File: src/rtl/branch_unit_ctrl_pkg.sv
// Shared ZAFx32 branch-unit definitions: FSM encoding, 2-bit counter constants
// and the beq/bne branch-type encoding.
package zafx32_pkg;

  typedef enum logic {
    S_RUN   = 1'b0,
    S_FLUSH = 1'b1
  } state_t;

  localparam logic [1:0] CNT_RESET = 2'b01;
  localparam logic [1:0] CNT_MAX   = 2'b11;
  localparam logic [1:0] CNT_MIN   = 2'b00;

  localparam logic BRTYPE_EQ = 1'b1;
  localparam logic BRTYPE_NE = 1'b0;

endpackage

File: src/rtl/branch_unit_ctrl_bht_sat2.sv
// Branch history table of 2-bit saturating counters: one combinational read
// port, one synchronous update port, synchronous active-low reset.
module bht_sat2
  import zafx32_pkg::*;
#(
  parameter int IDX_W = 4
) (
  input  logic             clk,
  input  logic             rst_n,
  input  logic [IDX_W-1:0] rd_idx,
  output logic [1:0]       rd_cnt,
  input  logic             upd_en,
  input  logic [IDX_W-1:0] upd_idx,
  input  logic             upd_taken
);

  localparam int DEPTH = 1 << IDX_W;

  logic [1:0] cnt [DEPTH];

  function automatic logic [1:0] sat_step(input logic [1:0] c, input logic taken);
    if (taken) return (c == CNT_MAX) ? CNT_MAX : c + 2'd1;
    else       return (c == CNT_MIN) ? CNT_MIN : c - 2'd1;
  endfunction

  // Read returns the pre-update value on a same-index collision (no bypass).
  assign rd_cnt = cnt[rd_idx];

  always_ff @(posedge clk) begin
    if (!rst_n) begin
      for (int i = 0; i < DEPTH; i++) cnt[i] <= CNT_RESET;
    end else if (upd_en) begin
      cnt[upd_idx] <= sat_step(cnt[upd_idx], upd_taken);
    end
  end

endmodule

File: src/rtl/branch_unit_ctrl.sv
// ZAFx32 branch scheduler: IF prediction, EX resolution, table training and
// one-cycle registered redirect/flush. Optional counters under BRANCH_STATS_EN.
module branch_unit_ctrl
  import zafx32_pkg::*;
#(
  parameter int IDX_W = 4,
  parameter int PC_W  = 32
) (
  input  logic            clk,
  input  logic            rst_n,
  input  logic [PC_W-1:0] if_pc,
  input  logic            if_is_branch,
  output logic            pred_taken,
  input  logic            ex_valid,
  input  logic            ex_branch,
  input  logic            ex_branchtype,
  input  logic            ex_zero,
  input  logic [PC_W-1:0] ex_pc,
  input  logic            ex_pred_taken,
  input  logic [PC_W-1:0] ex_target,
  input  logic [PC_W-1:0] ex_pc_plus4,
  output logic            redirect,
  output logic [PC_W-1:0] redirect_pc,
  output logic            flush_ifid,
  output logic            flush_idex
`ifdef BRANCH_STATS_EN
  ,
  output logic [31:0]     stat_branches,
  output logic [31:0]     stat_mispredicts
`endif
);

  state_t     state;
  logic [1:0] if_cnt;
  logic       actual;
  logic       resolve;
  logic       mispredict;
  logic       unused_pc_bits;

  assign unused_pc_bits = ^{if_pc[PC_W-1:IDX_W+2], if_pc[1:0],
                            ex_pc[PC_W-1:IDX_W+2], ex_pc[1:0]};

  bht_sat2 #(.IDX_W(IDX_W)) u_bht (
    .clk       (clk),
    .rst_n     (rst_n),
    .rd_idx    (if_pc[IDX_W+1:2]),
    .rd_cnt    (if_cnt),
    .upd_en    (resolve),
    .upd_idx   (ex_pc[IDX_W+1:2]),
    .upd_taken (actual)
  );

  assign pred_taken = if_is_branch & if_cnt[1] & (state == S_RUN);

  // EX resolution; the wrong-path instruction seen during S_FLUSH is ignored.
  assign actual     = (ex_branchtype == BRTYPE_EQ) ? ex_zero : ~ex_zero;
  assign resolve    = ex_valid & ex_branch & (state == S_RUN);
  assign mispredict = resolve & (actual != ex_pred_taken);

  always_ff @(posedge clk) begin
    if (!rst_n) begin
      state       <= S_RUN;
      redirect    <= 1'b0;
      flush_ifid  <= 1'b0;
      flush_idex  <= 1'b0;
      redirect_pc <= '0;
    end else begin
      case (state)
        S_RUN: begin
          if (mispredict) begin
            state       <= S_FLUSH;
            redirect    <= 1'b1;
            flush_ifid  <= 1'b1;
            flush_idex  <= 1'b1;
            redirect_pc <= actual ? ex_target : ex_pc_plus4;
          end
        end
        S_FLUSH: begin
          state      <= S_RUN;
          redirect   <= 1'b0;
          flush_ifid <= 1'b0;
          flush_idex <= 1'b0;
        end
        default: state <= S_RUN;
      endcase
    end
  end

`ifdef BRANCH_STATS_EN
  always_ff @(posedge clk) begin
    if (!rst_n) begin
      stat_branches    <= '0;
      stat_mispredicts <= '0;
    end else begin
      if (resolve)    stat_branches    <= stat_branches + 32'd1;
      if (mispredict) stat_mispredicts <= stat_mispredicts + 32'd1;
    end
  end
`endif

endmodule

File: config.mk
export PLATFORM = sky130hd
export DESIGN_NAME = branch_unit_ctrl
export DESIGN_NICKNAME = d
export VERILOG_FILES = /design/src/rtl/branch_unit_ctrl_pkg.sv /design/src/rtl/branch_unit_ctrl_bht_sat2.sv /design/src/rtl/branch_unit_ctrl.sv
export SDC_FILE = /design/constraint.sdc
export NUM_CORES = 1
export LEC_CHECK = 0
export CORE_MARGIN = 3
export CORE_UTILIZATION = 35
export DETAILED_ROUTE_END_ITERATION = 8
export GPL_TIMING_DRIVEN = 1
export PLACE_DENSITY = 0.75
export SYNTH_ARGS = -nofsm -noshare
export SYNTH_HDL_FRONTEND = slang
export SYNTH_SLANG_ARGS = --single-unit
export TNS_END_PERCENT = 20
File: constraint.sdc
create_clock -name clk -period 5.3 [get_ports clk]
set_input_delay 1.06 -clock clk [delete_from_list [all_inputs] [get_ports clk]]
set_output_delay 1.06 -clock clk [all_outputs]
set_load 0.02 [all_outputs]
# Word level (Yosys, flattened, before mapping)

Memory sizes are Yosys's and may differ from the RTL's.
Cells that the tools add are included.

Bits in registers: 34
RAM bits: 32
Memories: 1

$add $sub $neg: 2
Eq/ne operators: 3
Multiplexer cells: 18
Bitwise gates (word level): 7
Reduce and logical (&&, ||, !) cells: 3

Memory list:

| name      | depth | bits a word | rd ports | clocked after Yosys merged registers in | write ports | RTL line                        | RTL |
|---|---|---|---|---|---|---|---|
| u_bht.cnt | 16    | 2           | 2        | 0                                       | 16          | branch_unit_ctrl_bht_sat2.sv:19 | `logic [1:0] cnt [DEPTH];` |

Operator list:

| kind                | count |
|---|---|
| $mux 32             | 1 |
| $mux 2              | 6 |
| $mux 1              | 8 |
| $and 1x1->1         | 5 |
| $mux 4              | 1 |
| $pmux 1 s2          | 2 |
| $add 2x1->2 const B | 1 |
| $eq 2x2->1 const B  | 1 |
| $logic_not 2->1     | 1 |
| $ne 2x2->1 const B  | 1 |
| $not 1->1           | 2 |
| $reduce_and 2->1    | 1 |
| $reduce_or 2->1     | 1 |
| $sub 2x1->2 const B | 1 |
| $ne 1x1->1          | 1 |

# Logic depth before layout (Yosys ltp)

Gate-level depths: netlist (run 1).

Depth after elaboration: 7
Mapped depth: 8
Depth with buffers taken out: 5

# By module

Synthesis (run 1) repeated with hierarchy kept, for this count alone.

Cells, all modules: 311
Area, all modules: 3601.0 µm²

Modules (own cells, without submodules):

| module           | instances | cells each | area an instance (µm²) | sequential area each (µm²) |
|---|---|---|---|---|
| bht_sat2         | 1         | 151        | 1848.0                 | 960.9 |
| branch_unit_ctrl | 1         | 160        | 1752.9                 | 680.7 |

# Worst setup path after synthesis (run 1)

Ideal clock, no wire load.

Kind: input to output
From: input if_pc[2]
To: output pred_taken
Arrival time: 2227 ps
Data required time: 4240 ps
Path slack: 2013 ps
Stages: 3
Cell sequence: mux4_2 mux4_2 and3b_1

Word-level cells in the longest chain between the ends: 3

Ends and longest elaborated chain:

| item                     | RTL line               | RTL |
|---|---|---|
| start: declaration       | branch_unit_ctrl.sv:11 | `input logic [PC_W-1:0] if_pc,` |
| $mem_v2 16x2             | -                      |  |
| $and 1x1->1 (2 in a row) | branch_unit_ctrl.sv:53 | `assign pred_taken = if_is_branch & if_cnt[1] & (state == S_RUN);` |
| end: declaration         | branch_unit_ctrl.sv:13 | `output logic pred_taken,` |

No other way between the ends.

# Worst setup path after layout (run 1)

Ends and elaborated chain as after synthesis.

==> metrics.md, run 1 <==
| Metric | Value |
|---|---|
| Mux cell area share after synthesis | `10.4%` |
| DP Wirelength | `6.31 mm` |
| Die ar. | `10800 sq um` |
| Simple-gate area share of the yosys netlist | `24.0%` |
| Fmax | `0.222 GHz` |
| WL per Instance | `15.9 um` |
| Layout area overhead | `41.3%` |
| Pre-CTS setup slack | `0.768 ns` |
| Root Buffer | `clkbuf_8` |
| Worst-Skew Late Latency | `0.34 ns` |
| Placed cells | `549` |
| DP Area | `4580 sq um` |
| Setup Viol. Count Final | `0` |
| Number of max-cap violations | `0` |
| # H-tree levels | `3` |
| Total global-route track usage | `16.7%` |
| Cell area after synthesis | `3370 sq um` |
| Clk sinks | `66` |
| PnR worst setup slack | `0.791 ns` |
| Routed vias | `2862` |
| Clock buffer depth | `2` |
| Register area | `1640 sq um` |
| Routability Congestion | `0.858` |
| Rows | `35` |
| Layout cells sized above 1 | `12.4%` |
| CTS resizes | `0` |
| Leak pwr | `1.99 nW` |
| I/O pins | `172` |
| Synth Instances | `328` |
| CP Buf/Inv Count | `2` |
| Fin. max-slew vios | `0` |
| Largest fanout on the critical path | `4` |
| Fin. Hold Viols | `0` |
| Detailed-route vias per instance | `5.07` |
| Min Tclk post-route | `4.51 ns` |
| Initial detailed-routing violation count | `205` |
| CTS Hold Buffers Added | `0` |
| Vias in the first global route | `2828` |
| Worst path max stage delay | `0.63 ns` |
| Crit. End Element | `output port` |
| Worst Skew | `0.00726 ns` |
| Pwr dens | `259 nW/um^2` |
| Hold Slack | `0.497 ns` |
| Layout Nets | `567` |
| Largest net degree at the start of global routing | `65` |
| Worst Max-Slew Pin Slew | `0.790 ns` |
| Req. time, crit path | `4.24 ns` |
| Post-Synth XOR/XNOR Area | `0.780%` |
| R2R Setup Slk | `2.96 ns` |
| Clk slew on worst S/H paths | `0.07 ns` |
| Slowest CP cell | `clkdlybuf4s50_1` |
| Synth area leaders | `edfxtp_1 (29%), dfxtp_1 (20%), nand2_1 (11%)` |
| Setup Total Neg Slack | `0 ns` |
| WP data arrival | `3.45 ns` |
| Die H | `104 um` |
| Synth Warn # | `0` |
| Ant. Diodes | `0` |
| Crit path kind | `primary input to output port` |
| RSZ-0062 raised after global routing | `no` |
| # fillers | `802` |
| Status | `complete, no violations` |
| Post-synthesis compound-gate area fraction | `11.3%` |
| Cell taking the most area after synthesis | `edfxtp_1` |
| Sequential area share after synthesis | `48.7%` |
| Post-synthesis adder-cell area fraction | `0%` |
| Setup Fix Bufs, Post-CTS | `0` |
| # port buffers | `115` |
| Initial antenna violation count | `0` |
| Startpoint Class | `primary input` |
| Drt drc | `0` |
| 1st-pass router iterations | `5` |
| Synth cell types | `32` |
| Yosys top cell area share | `28.5%` |
| Grt ovf | `0` |
| Die width | `104 um` |
| Post-Layout Cell Count | `565` |
| Core area | `9280 sq um` |
| Crit path max-delay family | `buffers and inverters` |
| Final Cycle Share | `85.1%` |
| Post-route ant nets | `0` |
| Global-route wire length before repair | `14.6 mm` |
| Rel. slew slack | `46.9%` |
| Max VDD drop | `0.128 mV` |
| HP Class | `flop to flop` |
| Critical-path cell list | `clkdlybuf4s50_1, mux4_2, mux4_2, and3b_1, clkdlybuf4s50_1` |
| Mean area per synthesized cell | `10.3 sq um` |
| Largest family of logic cells by synthesized area | `simple AND/OR/NAND/NOR gates` |
| Number of buffers created by CTS | `9` |
| Design area | `4760 sq um` |
| Register bit total from synthesis | `66` |
| CTS tree | `yes` |
| Post-Syn Nets | `464` |
| Starting Density | `36.3%` |
| Area taken by multi-input logic gates | `1580 sq um` |
| Routed wire length | `8.98 mm` |
sequential cells by signal, indices dropped and copies added, names as in the netlist:
name         count
flush_idex       1
redirect_pc     32
state            1
u_bht.cnt       32
routing by layer:
layer / wire [um] / up-vias / GRT usage (%)
li1: - / 1375 / -
met1: 3610 / 1349 / 20.7
met2: 4590 / 120 / 28.0
met3: 592 / 18 / 3.54
met4: 183 / 0 / 7.31
met5: 0 / - / 0
Yosys cell counts (all sizes together):
master,number
nand2,95
nand3,50
dfxtp,34
edfxtp,32
o211a,32
nor2,18
buf,14
mux4,14
clkbuf,13
nor3,5
nand2b,4
inv,2
mux2i,2
nor2b,2
xnor2,2
a31oi,1
and3b,1
clkinv,1
nand3b,1
nand4b,1
o211ai,1
o21ai,1
o22ai,1
xor2,1
power breakdown:
part	leakage (nW)	total, mW	internal, mW	switching [mW]
Combinational	1.33	0.269	0.134	0.135
Sequential	0.556	0.570	0.558	0.0127
Clock	0.102	0.396	0.198	0.198
Total	1.99	1.23	0.889	0.346
cell usage in the layout (no fill, tap or decap), types with 8 or more instances in the layout:
cell type,synthesis,final
nor2_1,8,8
nor2_2,10,10
o211a_1,32,32
mux4_2,14,14
dfxtp_1,34,34
edfxtp_1,32,32
clkbuf_8,0,9
nand2_1,95,95
clkdlybuf4s50_1,0,115
nand3_1,48,48
final timing paths:
check / from / endpoint / depth (start not counted)
max: if_pc[2] / pred_taken / 5
min: redirect_pc[20] / redirect_pc[20] / 1
max reg2reg: u_bht.cnt[4][0] / u_bht.cnt[5][1] / 4
min reg2reg: redirect_pc[20] / redirect_pc[20] / 1
cell type report:
class	count	share of cell area, %
clock inverter	6	0.762
sequential	66	34.5
inverter	3	0.236
clock buffer	10	3.13
tap	129	3.39
timing repair buffer	119	24.8
multi-input combinational	232	33.2
cells by family after synthesis:
group	count (synthesis)
DFF	66
AOI/OAI and AO/OA	36
buffers and inverters	30
muxes	16
xor gates and xnor gates	3
and+or+nand+nor	177
through the flow:
step,total power [mW],util (%)
global route,1.30,51.3
CTS,1.25,51.3
floorplan,0.726,-
finish,1.23,51.3
global placement,0.845,49.3
detailed placement,0.851,49.3
Note: power is estimated with default switching activity, not from simulation.
==> run 2, diff against run 1 <==
--- a/config.mk
+++ b/config.mk
@@ -5,6 +5,7 @@
 export SDC_FILE = /design/constraint.sdc
 export NUM_CORES = 1
 export LEC_CHECK = 0
+export CAP_MARGIN = 10
 export CORE_MARGIN = 3
 export CORE_UTILIZATION = 35
 export DETAILED_ROUTE_END_ITERATION = 8
==> results of run 2 <==
No change in the layout: final DEF, timing and power equal those of run 1.
